## src/rtl/led_shift_sequencer.sv

```systemverilog
// Command-queued LED rotation controller: commands {pattern, dir, steps} are
// buffered in a small FIFO and executed back-to-back, one rotation per tick period.
`timescale 1ns/1ps
module led_shift_sequencer #(
    parameter int TICK_CYCLES = 25_000_000,
    parameter int FIFO_DEPTH  = 4
) (
    input  logic                          clk,
    input  logic                          rst,
    input  logic                          cmd_valid,
    output logic                          cmd_ready,
    input  logic [7:0]                    cmd_pattern,
    input  logic                          cmd_dir,
    input  logic [7:0]                    cmd_steps,
    input  logic                          pause,
    output logic [7:0]                    leds,
    output logic                          busy,
    output logic                          done,
    output logic [$clog2(FIFO_DEPTH):0]   fifo_count
);

    localparam int          PTR_W     = $clog2(FIFO_DEPTH);
    localparam int          CNT_W     = PTR_W + 1;
    localparam int          TICK_W    = $clog2(TICK_CYCLES);
    localparam logic [31:0] TICK_LAST = 32'(TICK_CYCLES - 1);

    typedef struct packed {
        logic [7:0] pattern;
        logic       dir;
        logic [7:0] steps;
    } cmd_t;

    typedef enum logic [1:0] {
        S_IDLE,
        S_LOAD,
        S_RUN,
        S_DONE
    } state_t;

    // ---------------------------------------------------------------- FIFO
    cmd_t              mem [FIFO_DEPTH];
    cmd_t              head_reg;
    cmd_t              entry_in;
    logic [PTR_W-1:0]  wr_ptr_reg;
    logic [PTR_W-1:0]  rd_ptr_reg;
    logic [CNT_W-1:0]  count_reg;
    logic [CNT_W-1:0]  count_next;
    logic              full;
    logic              empty;
    logic              push;
    logic              pop;

    state_t            state_reg;
    state_t            state_next;

    assign entry_in  = '{pattern: cmd_pattern, dir: cmd_dir, steps: cmd_steps};
    assign full      = (count_reg == CNT_W'(FIFO_DEPTH));
    assign empty     = (count_reg == '0);
    assign cmd_ready = !full && !rst;
    assign push      = cmd_valid && cmd_ready;
    assign pop       = (state_reg == S_IDLE) && !empty;

    // Storage has no reset so it maps onto RAM; the head entry is read on the
    // pop edge and consumed in LOAD one cycle later.
    always_ff @(posedge clk) begin
        if (push) begin
            mem[wr_ptr_reg] <= entry_in;
        end
        if (pop) begin
            head_reg <= mem[rd_ptr_reg];
        end
    end

    always_comb begin
        count_next = count_reg;
        case ({push, pop})
            2'b10:   count_next = count_reg + CNT_W'(1);
            2'b01:   count_next = count_reg - CNT_W'(1);
            default: count_next = count_reg;
        endcase
    end

    always_ff @(posedge clk) begin
        if (rst) begin
            wr_ptr_reg <= '0;
            rd_ptr_reg <= '0;
            count_reg  <= '0;
        end else begin
            if (push) begin
                wr_ptr_reg <= wr_ptr_reg + PTR_W'(1);
            end
            if (pop) begin
                rd_ptr_reg <= rd_ptr_reg + PTR_W'(1);
            end
            count_reg <= count_next;
        end
    end

    // ---------------------------------------------------------------- rotation
    logic [7:0] leds_reg;
    logic [7:0] leds_next;
    logic [7:0] rot_left;
    logic [7:0] rot_right;

    for (genvar gi = 0; gi < 8; gi++) begin : g_rot
        assign rot_left[gi]  = leds_reg[(gi + 7) % 8];
        assign rot_right[gi] = leds_reg[(gi + 1) % 8];
    end

    // ---------------------------------------------------------------- FSM
    logic [TICK_W-1:0] tick_reg;
    logic [TICK_W-1:0] tick_next;
    logic [7:0]        step_reg;
    logic [7:0]        step_next;
    logic              dir_reg;
    logic              dir_next;
    logic              busy_reg;
    logic              done_reg;

    always_comb begin
        state_next = state_reg;
        leds_next  = leds_reg;
        tick_next  = tick_reg;
        step_next  = step_reg;
        dir_next   = dir_reg;
        case (state_reg)
            S_IDLE: begin
                if (!empty) begin
                    state_next = S_LOAD;
                end
            end
            S_LOAD: begin
                leds_next  = head_reg.pattern;
                step_next  = head_reg.steps;
                dir_next   = head_reg.dir;
                tick_next  = '0;
                state_next = (head_reg.steps == 8'd0) ? S_DONE : S_RUN;
            end
            S_RUN: begin
                if (!pause) begin
                    // Full 32-bit compare so the terminal count is never truncated.
                    if (32'(tick_reg) == TICK_LAST) begin
                        tick_next = '0;
                        leds_next = dir_reg ? rot_right : rot_left;
                        step_next = step_reg - 8'd1;
                        if (step_reg == 8'd1) begin
                            state_next = S_DONE;
                        end
                    end else begin
                        tick_next = tick_reg + TICK_W'(1);
                    end
                end
            end
            S_DONE: begin
                state_next = S_IDLE;
            end
            default: begin
                state_next = S_IDLE;
            end
        endcase
    end

    always_ff @(posedge clk) begin
        if (rst) begin
            state_reg <= S_IDLE;
            leds_reg  <= 8'h00;
            tick_reg  <= '0;
            step_reg  <= 8'd0;
            dir_reg   <= 1'b0;
            busy_reg  <= 1'b0;
            done_reg  <= 1'b0;
        end else begin
            state_reg <= state_next;
            leds_reg  <= leds_next;
            tick_reg  <= tick_next;
            step_reg  <= step_next;
            dir_reg   <= dir_next;
            busy_reg  <= (state_next != S_IDLE);
            done_reg  <= (state_next == S_DONE);
        end
    end

    assign leds       = leds_reg;
    assign busy       = busy_reg;
    assign done       = done_reg;
    assign fifo_count = count_reg;

endmodule

```

## config.mk

```make
export PLATFORM = sky130hd
export DESIGN_NAME = led_shift_sequencer
export DESIGN_NICKNAME = d
export VERILOG_FILES = /design/src/rtl/led_shift_sequencer.sv
export SDC_FILE = /design/constraint.sdc
export NUM_CORES = 1
export LEC_CHECK = 0
export BUFFER_PORTS_ARGS = -buffer_cell sky130_fd_sc_hd__buf_2
export CAP_MARGIN = 5
export CORE_MARGIN = 4
export CORE_UTILIZATION = 41
export DETAILED_ROUTE_END_ITERATION = 10
export GPL_TIMING_DRIVEN = 1
export PLACE_DENSITY_LB_ADDON = 0.08
export SLEW_MARGIN = 15
export SYNTH_ARGS = -nofsm -noshare
export SYNTH_HDL_FRONTEND = slang
export SYNTH_SLANG_ARGS = --single-unit
```

## constraint.sdc

```tcl
create_clock -name clk -period 2.6 [get_ports clk]
set_input_delay 0.13 -clock clk [delete_from_list [all_inputs] [get_ports clk]]
set_output_delay 0.13 -clock clk [all_outputs]
set_load 0.02 [all_outputs]
```

**Word-level counts from Yosys, hierarchy flattened**

Memories as Yosys holds them, arrays and structs flattened. A register that Yosys moved wholly into a read port is not among the register bits.
Cells that the tools add are included.

- Logic and storage cells: 61
- Flip-flop bits (word level): 53
- Output and inout port bits: 14
- Bits in writable memories: 68
- Memories: 1

Memories:

| name | words | width | read ports | clocked after memory_dff | write ports | RTL line | RTL |
|---|---|---|---|---|---|---|---|
| mem | 4 | 17 | 1 | 1 | 1 | 41 | `cmd_t mem [FIFO_DEPTH];` |

- Eq/ne operators: 11
- Multiplexer cells: 19
- Reduce and logical (&&, ||, !) cells: 14
- Add/subtract/negate cells: 6

Operators with widths:

| kind | count |
|---|---|
| two-way mux 25 bit | 2 |
| one-hot mux 25 bit (2 select lines) | 1 |
| two-way mux 8 bit | 5 |
| one-hot mux 8 bit (2 select lines) | 2 |
| adder 25 x 1 -> 25 bit (second input constant) | 1 |
| equality test 25 bit (second input constant) | 1 |
| equality test 2 bit (second input constant) | 4 |
| equality test 8 x 1 -> 1 bit (second input constant) | 1 |
| logical NOT 8 bit | 1 |
| two-way mux 2 bit | 4 |
| one-hot mux 2 bit (4 select lines) | 1 |
| subtractor 8 x 1 -> 8 bit (second input constant) | 1 |
| one-hot mux 3 bit (2 select lines) | 1 |
| nonzero test 2 bit | 3 |
| adder 2 x 1 -> 2 bit (second input constant) | 2 |
| equality test 2 x 1 -> 1 bit (second input constant) | 2 |
| inequality test 2 bit (second input constant) | 2 |
| adder 3 x 1 -> 3 bit (second input constant) | 1 |
| equality test 3 bit (second input constant) | 1 |
| logical AND 1 bit | 3 |
| logical NOT 1 bit | 3 |
| logical NOT 3 bit | 1 |
| two-way mux 1 bit | 3 |
| AND reduction 3 bit | 1 |
| 3 further kinds | 3 |

**Longest topological paths before layout**

Gate-level depths: netlist (run 1).

- Word-level depth: 6
- Mapped depth: 10
- Mapped depth without buffers: 10

**Least setup slack after synthesis (run 1)**

No wires, ideal clock.

- Kind: reg-to-reg
- Start: register count_reg[0] (netlist: fifo_count[0])
- End: register count_reg[2] (netlist: fifo_count[2])
- Clock period less this slack: 2927 ps
- Library setup time: 70 ps
- Stages on the path, launching flop included: 9
- Arrival: 2856 ps
- Setup slack: -327 ps
- Required time: 2530 ps
- Cells stage by stage: dfxtp_1 -> nor3_1 -> nor2b_1 -> ha_1 -> inv_1 -> fa_1 -> xor2_1 -> or3_1 -> a21oi_1

RTL lines:

| what | RTL line | RTL |
|---|---|---|
| start: declaration | 46 | `logic [CNT_W-1:0] count_reg;` |
| start signal: assignment | 95 | `count_reg <= count_next;` |
| logical NOT 3 bit (*) | 58 | `assign empty = (count_reg == '0);` |
| logical NOT 1 bit (*) | -- |  |
| logical AND 1 bit (*) | 61 | `assign pop = (state_reg == S_IDLE) && !empty;` |
| via pop | 51 | `logic pop;` |
| equality test 2 x 1 -> 1 bit or equality test 2 bit (tied branches) | 76 | `case ({push, pop})` |
| one-hot mux 3 bit (2 select lines) or nonzero test 2 bit (tied branches) | -- |  |

The timed path passes the listed nets; every way through them passes the cells marked *.
A chain may end at the register's enable or synchronous reset.

**Final worst setup path (run 1)**

- Start: register tick_reg[0]
- End: register tick_reg[15]

- Word-level cells in the longest chain between the ends: 4

Ends and longest elaborated chain:

| what | RTL line | RTL |
|---|---|---|
| start: declaration | 111 | `logic [TICK_W-1:0] tick_reg;` |
| start signal: assignment | 175 | `tick_reg <= tick_next;` |
| adder 25 x 1 -> 25 bit or equality test 25 bit (tied branches) | 150, 142 |  |
| two-way mux 25 bit (*) | 142 | `if (32'(tick_reg) == TICK_LAST) begin` |
| two-way mux 25 bit (*) | 140 | `if (!pause) begin` |
| one-hot mux 25 bit (2 select lines) (*) | 126 | `case (state_reg)` |

Every way passes the cells marked *; elsewhere a longest branch is shown, timed or not. The select of a mux whose other input is x is not followed.

==> results of run 1 <==
kinds of logic after synthesis:
| family | after synthesis | synth area share (%) |
|---|---|---|
| AO/OA/AOI/OAI | 99 | 10.8 |
| XOR/XNOR | 7 | 1.02 |
| adder cells (fa/ha/maj) | 13 | 2.83 |
| buffers and inverters | 41 | 3.22 |
| flip-flops | 138 | 60.0 |
| multiplexers | 30 | 8.54 |
| AND/OR/NAND/NOR | 154 | 13.6 |
through the flow:
stage               total power (W)  area [µm²]  hold WS, ns
floorplan                   0.00408        6020        0.229
global placement            0.00455        6440        0.341
detailed placement          0.00458        6440        0.347
CTS                         0.00697        7180        0.127
global route                0.00725        7180        0.157
finish                      0.00687        7180        0.149
layer usage:
layer	part of all wire, %	global-route usage [%]
met5	0	0
met3	3.6	4.08
met1	46	20.9
met4	1.5	6.55
met2	48	26.2
worst max-delay path by stage:
| stage | startpoint | to | slack (ns) | cells past startpoint |
|---|---|---|---|---|
| after floorplan | fifo_count[0]$_SDFFE_PP0P_ | fifo_count[2]$_SDFFE_PP0P_ | 0.06 | 8 |
| after global placement | tick_reg[0]$_SDFFE_PP0P_ | tick_reg[19]$_SDFFE_PP0P_ | 0.29 | 6 |
| after detailed placement | tick_reg[0]$_SDFFE_PP0P_ | tick_reg[19]$_SDFFE_PP0P_ | 0.28 | 6 |
| after CTS | tick_reg[0]$_SDFFE_PP0P_ | tick_reg[15]$_SDFFE_PP0P_ | 0.26 | 6 |
| after global routing | state_reg[0]$_SDFF_PP0_ | tick_reg[15]$_SDFFE_PP0P_ | 0.001 | 6 |
| final | tick_reg[0]$_SDFFE_PP0P_ | tick_reg[15]$_SDFFE_PP0P_ | 0.29 | 6 |
worst reg2reg max path, cell delays in order, from the launching register on:
cell	delay, ns
sky130_fd_sc_hd__dfxtp_1	0.36
sky130_fd_sc_hd__ha_1	0.28
sky130_fd_sc_hd__nand4_1	0.21
sky130_fd_sc_hd__nor4_4	0.10
sky130_fd_sc_hd__a211oi_2	0.95
sky130_fd_sc_hd__a21oi_1	0.15
sky130_fd_sc_hd__o21ai_0	0.19
report_power, final:
part | leakage (nW) | switching [W] | total [W] | internal (W)
clock | 0.263 | 0.000933 | 0.00235 | 0.00141
sequential | 1.21 | 0.000195 | 0.00288 | 0.00269
combinational | 0.940 | 0.000940 | 0.00164 | 0.000700
what timing repair did:
| item | CTS | global route |
|---|---|---|
| hold endpoints to repair | 68 | 0 |
| gates resized for setup | 0 | 0 |
| hold buffers | 17 | 0 |
layout make-up:
cell class	count	area, µm²	share of cell area (%)
repair buffers	69	475	6.62
well taps	184	230	3.21
clock inverters	13	145	2.02
multi-input cells	303	2220	30.9
flip-flops and latches	138	3610	50.3
inverters	19	71.3	0.993
clock buffers	18	429	5.98
layout by cell type, fill, tap and decap left out, types with 5 or more instances in the layout:
master / n
sky130_fd_sc_hd__clkbuf_16: 17
sky130_fd_sc_hd__inv_1: 19
sky130_fd_sc_hd__and3_1: 5
sky130_fd_sc_hd__buf_4: 18
sky130_fd_sc_hd__mux2i_1: 12
sky130_fd_sc_hd__nor2b_1: 5
sky130_fd_sc_hd__o21ai_0: 16
sky130_fd_sc_hd__nor4_1: 9
sky130_fd_sc_hd__ha_1: 12
sky130_fd_sc_hd__nand4_1: 8
sky130_fd_sc_hd__clkinvlp_4: 5
sky130_fd_sc_hd__nand3_1: 19
sky130_fd_sc_hd__mux4_2: 17
sky130_fd_sc_hd__nor3_1: 6
sky130_fd_sc_hd__edfxtp_1: 85
sky130_fd_sc_hd__a21oi_1: 33
sky130_fd_sc_hd__dfxtp_1: 53
sky130_fd_sc_hd__nand2_1: 41
sky130_fd_sc_hd__dlygate4sd3_1: 17
sky130_fd_sc_hd__nor2_1: 29
sky130_fd_sc_hd__o211ai_1: 13
sky130_fd_sc_hd__buf_2: 34
sky130_fd_sc_hd__or3_1: 10
sky130_fd_sc_hd__a31oi_1: 5
==> impl_metrics.prom, run 1 <==
# TYPE chip_impl_metric gauge
chip_impl_metric{name="reg2reg_depth",unit=""} 6
chip_impl_metric{name="cp.required",unit="ns"} 2.94
chip_impl_metric{name="via_count_of_the_first_global_routing_pass",unit=""} 4047
chip_impl_info{name="worstSetupStartpointType",value="register"} 1
chip_impl_metric{name="max_fclk",unit="MHz"} 433
chip_impl_metric{name="syn_nets",unit=""} 516
chip_impl_metric{name="holdPathStages",unit=""} 3
chip_impl_metric{name="average_size_of_a_mapped_cell",unit="µm²"} 12.5
chip_impl_metric{name="final_antenna_net_count",unit=""} 0
chip_impl_metric{name="postSynthRegisterBits",unit=""} 138
chip_impl_metric{name="design.core.area",unit="µm²"} 14500
chip_impl_metric{name="floorplan.die.height",unit="µm"} 129
chip_impl_metric{name="postCtsSetupRepairBufs",unit=""} 0
chip_impl_metric{name="power.leakage",unit="nW"} 2.41
chip_impl_info{name="timing.rr.start",value="tick_reg[0]$_SDFFE_PP0P_"} 1
chip_impl_metric{name="synth_cell_types",unit=""} 66
chip_impl_info{name="critPathSlowestCell",value="sky130_fd_sc_hd__a211oi_2"} 1
chip_impl_metric{name="grt_remaining_overflow",unit=""} 0
chip_impl_info{name="reg2reg_to",value="tick_reg[15]$_SDFFE_PP0P_"} 1
chip_impl_metric{name="report.final.slew_viol_count",unit=""} 0
chip_impl_metric{name="cp.arrival",unit="ns"} 2.65
chip_impl_metric{name="numnets_final",unit=""} 582
chip_impl_metric{name="setup_viol",unit=""} 0
chip_impl_metric{name="drt_iter0_drc",unit=""} 274
chip_impl_metric{name="post_drt_via_cell_ratio",unit=""} 5.40
chip_impl_info{name="run_status",value="finished, final reports clean"} 1
chip_impl_metric{name="hold_viol",unit=""} 0
chip_impl_metric{name="clock_period_minus_worst_slack",unit="ns"} 2.31
chip_impl_metric{name="antenna_found_initial",unit=""} 0
chip_impl_metric{name="synth_area",unit="µm²"} 6020
chip_impl_info{name="rsz_0062_raised_after_global_routing",value="no"} 1
chip_impl_info{name="clock-root-buffer",value="sky130_fd_sc_hd__clkbuf_16"} 1
chip_impl_metric{name="routed_wire_length_per_instance",unit="µm"} 17.0
chip_impl_metric{name="setup_ws",unit="ns"} 0.290
chip_impl_metric{name="critPathMaxStageDelay",unit="ns"} 0.95
chip_impl_metric{name="dp.final_hpwl",unit="µm"} 8460
chip_impl_metric{name="count_of_pins_on_the_block_boundary",unit=""} 35
chip_impl_info{name="synth_commonest_cells",value="85 x sky130_fd_sc_hd__edfxtp_1, 53 x sky130_fd_sc_hd__dfxtp_1, 41 x sky130_fd_sc_hd__nand2_1, 33 x sky130_fd_sc_hd__a21oi_1, 29 x sky130_fd_sc_hd__nor2_1"} 1
chip_impl_metric{name="pwr_density_cell",unit="nW/µm²"} 956
chip_impl_metric{name="syn_inst",unit=""} 482
chip_impl_info{name="min-delay-start",value="rst"} 1
chip_impl_info{name="worstHoldEndpoint",value="fifo_count[2]$_SDFFE_PP0P_"} 1
chip_impl_metric{name="grt_first_pass_wirelength",unit="µm"} 20600
chip_impl_metric{name="pre_cts_ws",unit="ns"} 0.281
chip_impl_metric{name="total_wire_length_after_detailed_routing",unit="µm"} 12700
chip_impl_info{name="synth_largest_area_cell",value="sky130_fd_sc_hd__edfxtp_1"} 1
chip_impl_metric{name="layout.cells.non_filler",unit=""} 744
chip_impl_metric{name="finalWeightedCongestion",unit=""} 0.826
chip_impl_metric{name="areaGrowthSynthToFinish",unit="%"} 19.3
chip_impl_metric{name="drtPass1Iterations",unit=""} 4
chip_impl_metric{name="timing.setup.tns",unit="ns"} 0
chip_impl_info{name="setup.worst_path.class",value="register to register"} 1
chip_impl_info{name="cts_tree",value="yes"} 1
chip_impl_metric{name="grt_max_degree",unit=""} 28
chip_impl_metric{name="die_area",unit="µm²"} 16700
chip_impl_metric{name="starting_density",unit="%"} 41.6
chip_impl_metric{name="maxCapViolations",unit=""} 0
chip_impl_metric{name="cts-buffers-inserted",unit=""} 17
chip_impl_metric{name="worst_slew_pin_slew",unit="ns"} 1.16
chip_impl_metric{name="post-route-util",unit="%"} 49.6
chip_impl_metric{name="drc_violations_left",unit=""} 0
chip_impl_metric{name="routed-via-count",unit=""} 4016
chip_impl_metric{name="setup.reg_to_reg.worst_slack",unit="ns"} 0.29
chip_impl_metric{name="worst_setup_hold_path_clk_slew",unit="ns"} 0.06
chip_impl_metric{name="asyncSetResetFlopFracSynth",unit="%"} 0
chip_impl_metric{name="placement_rows",unit=""} 44
chip_impl_metric{name="die_width",unit="µm"} 129
chip_impl_metric{name="synth_edf_count",unit=""} 85
chip_impl_metric{name="cts.path.max_buffers",unit=""} 2
chip_impl_metric{name="final_layout_size_suffix_gt1_share",unit="%"} 20.2
chip_impl_info{name="timing.hold.worst.class",value="input port to register"} 1
chip_impl_metric{name="critPathBufInv",unit=""} 0
chip_impl_info{name="yosysMostFrequentCell",value="sky130_fd_sc_hd__edfxtp_1"} 1
chip_impl_metric{name="largest_register_ff_count",unit=""} 68
chip_impl_metric{name="max-slew-margin-rel",unit="%"} 22.4
chip_impl_info{name="cp-end-kind",value="register"} 1
chip_impl_metric{name="final.fill_count",unit=""} 1273
chip_impl_info{name="ordered_cell_list_for_the_critical_path",value="ha_1, nand4_1, nor4_4, a211oi_2, a21oi_1, o21ai_0"} 1
chip_impl_metric{name="num_antenna_cells",unit=""} 0
chip_impl_metric{name="max-vdd-ir-drop",unit="mV"} 0.526
chip_impl_metric{name="clk-insertion-delay-late",unit="ns"} 0.42
chip_impl_metric{name="post-route-period-util",unit="%"} 88.9
chip_impl_info{name="synthFlopType",value="sky130_fd_sc_hd__edfxtp_1"} 1
chip_impl_metric{name="timing.critical_path.fanout_max",unit=""} 18
chip_impl_info{name="synth.top_cells.by_area",value="sky130_fd_sc_hd__edfxtp_1 42%, sky130_fd_sc_hd__dfxtp_1 18%, sky130_fd_sc_hd__mux4_2 6.4%"} 1
chip_impl_metric{name="htree_levels",unit=""} 4
chip_impl_metric{name="yosysWarnings",unit=""} 0
chip_impl_metric{name="synth_sequential_area_ratio",unit="%"} 60.0
chip_impl_info{name="critical-path-top-delay-family",value="compound AO/OA/AOI/OAI gates"} 1
chip_impl_metric{name="fin_skew",unit="ns"} 0.00540
chip_impl_metric{name="cts.sink_count",unit=""} 138
chip_impl_metric{name="dp_cells",unit=""} 696
chip_impl_metric{name="globalRouteTotalUtil",unit="%"} 16.2
chip_impl_metric{name="netlist.area_leader.share",unit="%"} 42.4
chip_impl_metric{name="io_buffers",unit=""} 34
(Power assumes the default switching activity.)
==> run 2: changes to the inputs <==
==> constraint.sdc (replaced) <==
create_clock -name clk -period 2.1 [get_ports clk]
set_input_delay 0.105 -clock clk [delete_from_list [all_inputs] [get_ports clk]]
set_output_delay 0.105 -clock clk [all_outputs]
set_load 0.02 [all_outputs]
==> impl_metrics.prom, run 2 (synthesis gave the netlist of run 1 again) <==
# TYPE chip_impl_metric gauge
chip_impl_metric{name="worst_slew_pin_slew",unit="ns"} 0.591
chip_impl_metric{name="largest_register_ff_count",unit=""} 68
chip_impl_metric{name="setup_ws",unit="ns"} 0.0880
chip_impl_info{name="worstSetupStartpointType",value="register"} 1
chip_impl_metric{name="cp.arrival",unit="ns"} 2.37
chip_impl_metric{name="power.leakage",unit="nW"} 2.63
chip_impl_metric{name="post_drt_via_cell_ratio",unit=""} 5.31
chip_impl_metric{name="die_width",unit="µm"} 129
chip_impl_info{name="worst_setup_path_startpoint",value="tick_reg[0]$_SDFFE_PP0P_"} 1
chip_impl_info{name="setup.worst_path.class",value="register to register"} 1
chip_impl_metric{name="drc_violations_left",unit=""} 0
chip_impl_metric{name="floorplan.die.height",unit="µm"} 129
chip_impl_metric{name="timing.setup.tns",unit="ns"} 0
chip_impl_metric{name="io_buffers",unit=""} 34
chip_impl_metric{name="hold_viol",unit=""} 0
chip_impl_metric{name="worst_setup_hold_path_clk_slew",unit="ns"} 0.06
chip_impl_metric{name="cts.path.max_buffers",unit=""} 2
chip_impl_metric{name="pre_cts_ws",unit="ns"} -0.0267
chip_impl_metric{name="via_count_of_the_first_global_routing_pass",unit=""} 4209
chip_impl_metric{name="areaGrowthSynthToFinish",unit="%"} 25.6
chip_impl_metric{name="final_antenna_net_count",unit=""} 0
chip_impl_info{name="run_status",value="finished, final reports clean"} 1
chip_impl_metric{name="count_of_pins_on_the_block_boundary",unit=""} 35
chip_impl_metric{name="postCtsSetupRepairBufs",unit=""} 0
chip_impl_metric{name="final.fill_count",unit=""} 1237
chip_impl_metric{name="clk-insertion-delay-late",unit="ns"} 0.42
chip_impl_metric{name="fin_skew",unit="ns"} 0.00869
chip_impl_metric{name="routed_wire_length_per_instance",unit="µm"} 16.8
chip_impl_metric{name="timing.critical_path.fanout_max",unit=""} 13
chip_impl_info{name="timing.rr.start",value="tick_reg[0]$_SDFFE_PP0P_"} 1
chip_impl_metric{name="globalRouteTotalUtil",unit="%"} 16.7
chip_impl_metric{name="grt_first_pass_wirelength",unit="µm"} 21500
chip_impl_metric{name="starting_density",unit="%"} 41.6
chip_impl_metric{name="maxCapViolations",unit=""} 0
chip_impl_metric{name="total_wire_length_after_detailed_routing",unit="µm"} 13200
chip_impl_metric{name="post-route-period-util",unit="%"} 95.8
chip_impl_metric{name="cp.required",unit="ns"} 2.46
chip_impl_info{name="min-delay-start",value="pause"} 1
chip_impl_metric{name="report.final.slew_viol_count",unit=""} 0
chip_impl_metric{name="final_layout_size_suffix_gt1_share",unit="%"} 28.2
chip_impl_info{name="timing.hold.worst.class",value="input port to register"} 1
chip_impl_info{name="rsz_0062_raised_after_global_routing",value="yes"} 1
chip_impl_metric{name="grt_remaining_overflow",unit=""} 0
chip_impl_metric{name="cts.sink_count",unit=""} 138
chip_impl_metric{name="grt_max_degree",unit=""} 21
chip_impl_info{name="most_common_cell_after_layout_fill_and_taps_aside",value="sky130_fd_sc_hd__edfxtp_1"} 1
chip_impl_metric{name="reg2reg_depth",unit=""} 7
chip_impl_info{name="mostFrequentLayoutCells",value="85 x sky130_fd_sc_hd__edfxtp_1, 58 x sky130_fd_sc_hd__buf_4, 50 x sky130_fd_sc_hd__dfxtp_1"} 1
chip_impl_metric{name="finalWeightedCongestion",unit=""} 0.844
chip_impl_metric{name="cts-buffers-inserted",unit=""} 17
chip_impl_metric{name="antenna_found_initial",unit=""} 0
chip_impl_metric{name="design.core.area",unit="µm²"} 14500
chip_impl_metric{name="clock_period_minus_worst_slack",unit="ns"} 2.01
chip_impl_metric{name="drt_iter0_drc",unit=""} 276
chip_impl_metric{name="numnets_final",unit=""} 623
chip_impl_metric{name="max_fclk",unit="MHz"} 497
chip_impl_info{name="cp-end-kind",value="register"} 1
chip_impl_metric{name="htree_levels",unit=""} 4
chip_impl_metric{name="num_antenna_cells",unit=""} 0
chip_impl_metric{name="max-vdd-ir-drop",unit="mV"} 0.699
chip_impl_info{name="clock-root-buffer",value="sky130_fd_sc_hd__clkbuf_16"} 1
chip_impl_metric{name="dp.final_hpwl",unit="µm"} 9230
chip_impl_metric{name="placement_rows",unit=""} 44
chip_impl_info{name="cts_tree",value="yes"} 1
chip_impl_metric{name="post-route-util",unit="%"} 52.3
chip_impl_metric{name="drtPass1Iterations",unit=""} 4
chip_impl_metric{name="holdPathStages",unit=""} 4
chip_impl_metric{name="setup_viol",unit=""} 0
chip_impl_metric{name="max-slew-margin-rel",unit="%"} 60.5
chip_impl_metric{name="pwr_density_cell",unit="nW/µm²"} 1130
chip_impl_metric{name="die_area",unit="µm²"} 16700
chip_impl_metric{name="routed-via-count",unit=""} 4170
==> run 2: what timing repair did <==
item                                    4_1_cts  5_1_grt
hold buffers                                 17        0
endpoints found under the setup margin        1       21
resized for setup                             0       10
hold endpoints to repair                     68        0
==> run 2: path summary, 6_finish.rpt <==
path                            slack (ns)                   endpoint
worst max register to register        0.09  tick_reg[24]$_SDFFE_PP0P_
worst min-delay path                  0.14  tick_reg[12]$_SDFFE_PP0P_
worst min register to register        0.47   step_reg[1]$_SDFFE_PP0P_
worst max-delay path                  0.09  tick_reg[24]$_SDFFE_PP0P_
==> run 2: per-stage QoR <==
| stage | hold WS, ns | instance area, µm² | total power [W] | std cells |
|---|---|---|---|---|
| global placement | 0.317 | 6800 | 0.00585 | 737 |
| detailed placement | 0.326 | 6800 | 0.00589 | 737 |
| CTS | 0.102 | 7520 | 0.00866 | 786 |
| global route | 0.129 | 7570 | 0.00903 | 786 |
| finish | 0.135 | 7570 | 0.00858 | 786 |
| floorplan | 0.204 | 6070 | 0.00512 | 482 |
==> run 2: layout make-up <==
| type | instances | area (µm²) | share of cell area (%) |
|---|---|---|---|
| well taps | 184 | 230 | 3.04 |
| clock buffers | 20 | 457 | 6.04 |
| flip-flops and latches | 138 | 3620 | 47.8 |
| inverters | 19 | 71.3 | 0.943 |
| multi-input cells | 303 | 2300 | 30.4 |
| clock inverters | 12 | 91.3 | 1.21 |
| repair buffers | 110 | 796 | 10.5 |
==> run 2: routing by layer <==
metal,vias up,GRT usage [%],part of all wire (%)
met5,-,0,0
met4,0,5.62,1.5
met3,18,4.49,3.8
met2,92,26.1,47
met1,2008,22.6,47
li1,2052,-,-
==> run 2: power by group <==
group          switching, W  internal [W]  leakage (nW)
Combinational       0.00126       0.00103          1.17
Clock               0.00115       0.00158         0.257
Sequential         0.000232       0.00333          1.21
Total               0.00264       0.00594          2.63
==> run 2: worst max-delay path: stages, from the launching register on <==
cell,delay (ns)
sky130_fd_sc_hd__dfxtp_1,0.31
sky130_fd_sc_hd__ha_1,0.21
sky130_fd_sc_hd__nand4_1,0.18
sky130_fd_sc_hd__nor4_4,0.09
sky130_fd_sc_hd__buf_4,0.16
sky130_fd_sc_hd__a211o_4,0.39
sky130_fd_sc_hd__or4_1,0.52
sky130_fd_sc_hd__nand3_1,0.09
==> run 3: changes to the inputs <==
--- a/config.mk
+++ b/config.mk
@@ -7,11 +7,12 @@
 export LEC_CHECK = 0
 export BUFFER_PORTS_ARGS = -buffer_cell sky130_fd_sc_hd__buf_2
 export CAP_MARGIN = 5
+export CORE_ASPECT_RATIO = 1.4
 export CORE_MARGIN = 4
 export CORE_UTILIZATION = 41
 export DETAILED_ROUTE_END_ITERATION = 10
 export GPL_TIMING_DRIVEN = 1
-export PLACE_DENSITY_LB_ADDON = 0.08
+export PLACE_DENSITY = 0.7
 export SLEW_MARGIN = 15
 export SYNTH_ARGS = -nofsm -noshare
 export SYNTH_HDL_FRONTEND = slang
==> impl_metrics.prom, run 3 (synthesis gave the netlist of run 1 again) <==
# TYPE chip_impl_metric gauge
chip_impl_metric{name="clock_period_minus_worst_slack",unit="ns"} 2.04
chip_impl_metric{name="final.fill_count",unit=""} 1233
chip_impl_metric{name="post-route-period-util",unit="%"} 96.9
chip_impl_metric{name="routed-via-count",unit=""} 4216
chip_impl_metric{name="postPlaceCellArea",unit="µm²"} 6620
chip_impl_metric{name="cp.arrival",unit="ns"} 2.39
chip_impl_metric{name="drtPass1Iterations",unit=""} 5
chip_impl_info{name="setup.worst_path.class",value="register to register"} 1
chip_impl_metric{name="timing.critical_path.fanout_max",unit=""} 5
chip_impl_info{name="run_status",value="finished, final reports clean"} 1
chip_impl_metric{name="dp.final_hpwl",unit="µm"} 8360
chip_impl_metric{name="htree_levels",unit=""} 4
chip_impl_info{name="mostFrequentLayoutCells",value="85 x sky130_fd_sc_hd__edfxtp_1, 50 x sky130_fd_sc_hd__dfxtp_1, 40 x sky130_fd_sc_hd__nand2_1, 40 x sky130_fd_sc_hd__buf_4, 34 x sky130_fd_sc_hd__buf_2"} 1
chip_impl_metric{name="pwr_density_cell",unit="nW/µm²"} 1180
chip_impl_info{name="timing.rr.start",value="tick_reg[7]$_SDFFE_PP0P_"} 1
chip_impl_info{name="cts_tree",value="yes"} 1
chip_impl_metric{name="setup.reg_to_reg.worst_slack",unit="ns"} 0.06
chip_impl_info{name="cp-end-kind",value="register"} 1
chip_impl_metric{name="via_count_of_the_first_global_routing_pass",unit=""} 4259
chip_impl_metric{name="routed_wire_length_per_instance",unit="µm"} 16.5
chip_impl_info{name="timing.hold.worst.class",value="input port to register"} 1
chip_impl_metric{name="drt_iter0_drc",unit=""} 222
chip_impl_metric{name="hold_viol",unit=""} 0
chip_impl_metric{name="die_width",unit="µm"} 110
chip_impl_metric{name="worst_setup_hold_path_clk_slew",unit="ns"} 0.06
chip_impl_metric{name="drc_violations_left",unit=""} 0
chip_impl_metric{name="final_antenna_net_count",unit=""} 0
chip_impl_info{name="clock-root-buffer",value="sky130_fd_sc_hd__clkbuf_16"} 1
chip_impl_metric{name="areaGrowthSynthToFinish",unit="%"} 25.1
chip_impl_metric{name="finalWeightedCongestion",unit=""} 0.882
chip_impl_metric{name="post_drt_via_cell_ratio",unit=""} 5.45
chip_impl_metric{name="starting_density",unit="%"} 41.7
chip_impl_metric{name="final_area",unit="µm²"} 7530
chip_impl_metric{name="io_buffers",unit=""} 34
chip_impl_metric{name="antenna_found_initial",unit=""} 0
chip_impl_info{name="worstHoldEndpoint",value="tick_reg[9]$_SDFFE_PP0P_"} 1
chip_impl_metric{name="die_area",unit="µm²"} 16700
chip_impl_metric{name="grt_first_pass_wirelength",unit="µm"} 21000
chip_impl_metric{name="design.core.area",unit="µm²"} 14400
chip_impl_metric{name="layout.cells.non_filler",unit=""} 773
chip_impl_metric{name="placement_rows",unit=""} 52
chip_impl_metric{name="setup_viol",unit=""} 0
chip_impl_metric{name="numnets_final",unit=""} 605
chip_impl_metric{name="max-vdd-ir-drop",unit="mV"} 0.922
chip_impl_metric{name="cts.sink_count",unit=""} 138
chip_impl_metric{name="largest_register_ff_count",unit=""} 68
chip_impl_metric{name="holdPathStages",unit=""} 2
chip_impl_metric{name="worst_slew_pin_slew",unit="ns"} 0.489
chip_impl_metric{name="critPathMaxStageDelay",unit="ns"} 0.57
chip_impl_info{name="most_common_cell_after_layout_fill_and_taps_aside",value="sky130_fd_sc_hd__edfxtp_1"} 1
chip_impl_metric{name="critPathBufInv",unit=""} 1
chip_impl_metric{name="cp.required",unit="ns"} 2.45
chip_impl_metric{name="globalRouteTotalUtil",unit="%"} 15.9
chip_impl_info{name="ordered_cell_list_for_the_critical_path",value="or4_4, nor4_4, buf_4, a41o_2, o211ai_1, a21oi_1"} 1
chip_impl_metric{name="count_of_pins_on_the_block_boundary",unit=""} 35
chip_impl_metric{name="fin_skew",unit="ns"} 0.00557
chip_impl_metric{name="cts.path.max_buffers",unit=""} 2
chip_impl_info{name="min-delay-start",value="rst"} 1
chip_impl_metric{name="total_wire_length_after_detailed_routing",unit="µm"} 12800
chip_impl_metric{name="clk-insertion-delay-late",unit="ns"} 0.42
chip_impl_info{name="worstSetupStartpointType",value="register"} 1
chip_impl_metric{name="multiInputGateArea",unit="µm²"} 2360
chip_impl_info{name="critical-path-top-delay-family",value="simple AND/OR/NAND/NOR gates"} 1
chip_impl_info{name="reg2reg_to",value="step_reg[1]$_SDFFE_PP0P_"} 1
chip_impl_info{name="critPathSlowestCell",value="sky130_fd_sc_hd__or4_4"} 1
chip_impl_metric{name="cts-buffers-inserted",unit=""} 17
chip_impl_metric{name="dp_cells",unit=""} 719
chip_impl_metric{name="floorplan.die.height",unit="µm"} 151
chip_impl_metric{name="grt_max_degree",unit=""} 36
chip_impl_metric{name="max-slew-margin-rel",unit="%"} 67.4
chip_impl_metric{name="maxCapViolations",unit=""} 0
chip_impl_info{name="rsz_0062_raised_after_global_routing",value="yes"} 1
chip_impl_metric{name="regArea",unit="µm²"} 3620
chip_impl_metric{name="final_layout_size_suffix_gt1_share",unit="%"} 27.4
chip_impl_metric{name="reg2reg_depth",unit=""} 6
chip_impl_metric{name="report.final.slew_viol_count",unit=""} 0
chip_impl_metric{name="power.leakage",unit="nW"} 2.58
chip_impl_metric{name="grt_remaining_overflow",unit=""} 0
chip_impl_metric{name="num_antenna_cells",unit=""} 0
chip_impl_metric{name="max_fclk",unit="MHz"} 491
## run 3: changes by cell type in the layout (fill, tap and decap cells not counted), sizes merged
| cell | before | now |
|---|---|---|
| clkinvlp | 4 | 2 |
| bufinv | 0 | 2 |
| inv | 22 | 28 |
| a41o | 1 | 2 |
| clkinv | 5 | 2 |
| clkbuf | 20 | 17 |
| buf | 93 | 74 |
## run 3: layout make-up
cell class,instances,area share (%)
Sequential cell,138,48.1
Multi-Input combinational cell,304,31.3
Timing Repair Buffer,91,8.51
Clock buffer,17,5.65
Tap cell,189,3.14
Clock inverter,15,2.34
Inverter,19,0.980
## run 3: report_power, final
group          internal (W)  total (W)  switching [W]
registers           0.00333    0.00356       0.000235
logic               0.00101    0.00226        0.00125
clock network       0.00179    0.00302        0.00123
## run 3: how the worst max path moves through the flow
stage | cells after the start | slack [ns] | to | start
after global routing | 7 | -0.001 | tick_reg[18]$_SDFFE_PP0P_ | tick_reg[9]$_SDFFE_PP0P_
after CTS | 6 | 0.03 | leds[1]$_SDFFE_PP0P_ | tick_reg[7]$_SDFFE_PP0P_
after detailed placement | 8 | -0.03 | leds[1]$_SDFFE_PP0P_ | state_reg[0]$_SDFF_PP0_
after global placement | 5 | 0.12 | done$_SDFF_PP0_ | step_reg[3]$_SDFFE_PP0P_
final | 6 | 0.06 | step_reg[1]$_SDFFE_PP0P_ | tick_reg[7]$_SDFFE_PP0P_
after floorplan | 9 | -0.02 | fifo_count[2]$_SDFFE_PP0P_ | state_reg[0]$_SDFF_PP0_
## run 3: metrics by stage
stage	power [W]	hold WS (ns)	setup TNS, ns	setup slack (ns)	util (%)
floorplan	0.00512	0.204	-0.0189	-0.0189	-
global placement	0.00565	0.314	0	0.115	45.8
detailed placement	0.00575	0.321	-0.0734	-0.0319	45.8
CTS	0.00883	0.000730	0	0.0297	51.2
global route	0.00932	0.0456	-0.00178	-0.000992	52.1
finish	0.00885	0.0393	0	0.0648	52.1
## run 3: what timing repair did
action,in CTS,in global routing
gates resized for setup,3,17
endpoints found under the setup margin,9,18
hold buffers,17,0
buffers inserted,0,4
cloned,0,1
pin swaps,0,4
hold endpoints to repair,68,0
## run 3: routing by layer
layer	share of wire [%]	GRT usage, %	wire [µm]
met1	38	16.6	4850
met4	2.5	7.52	324
met2	55	29.6	7030
met5	0	0	0
met3	4.3	4.28	554
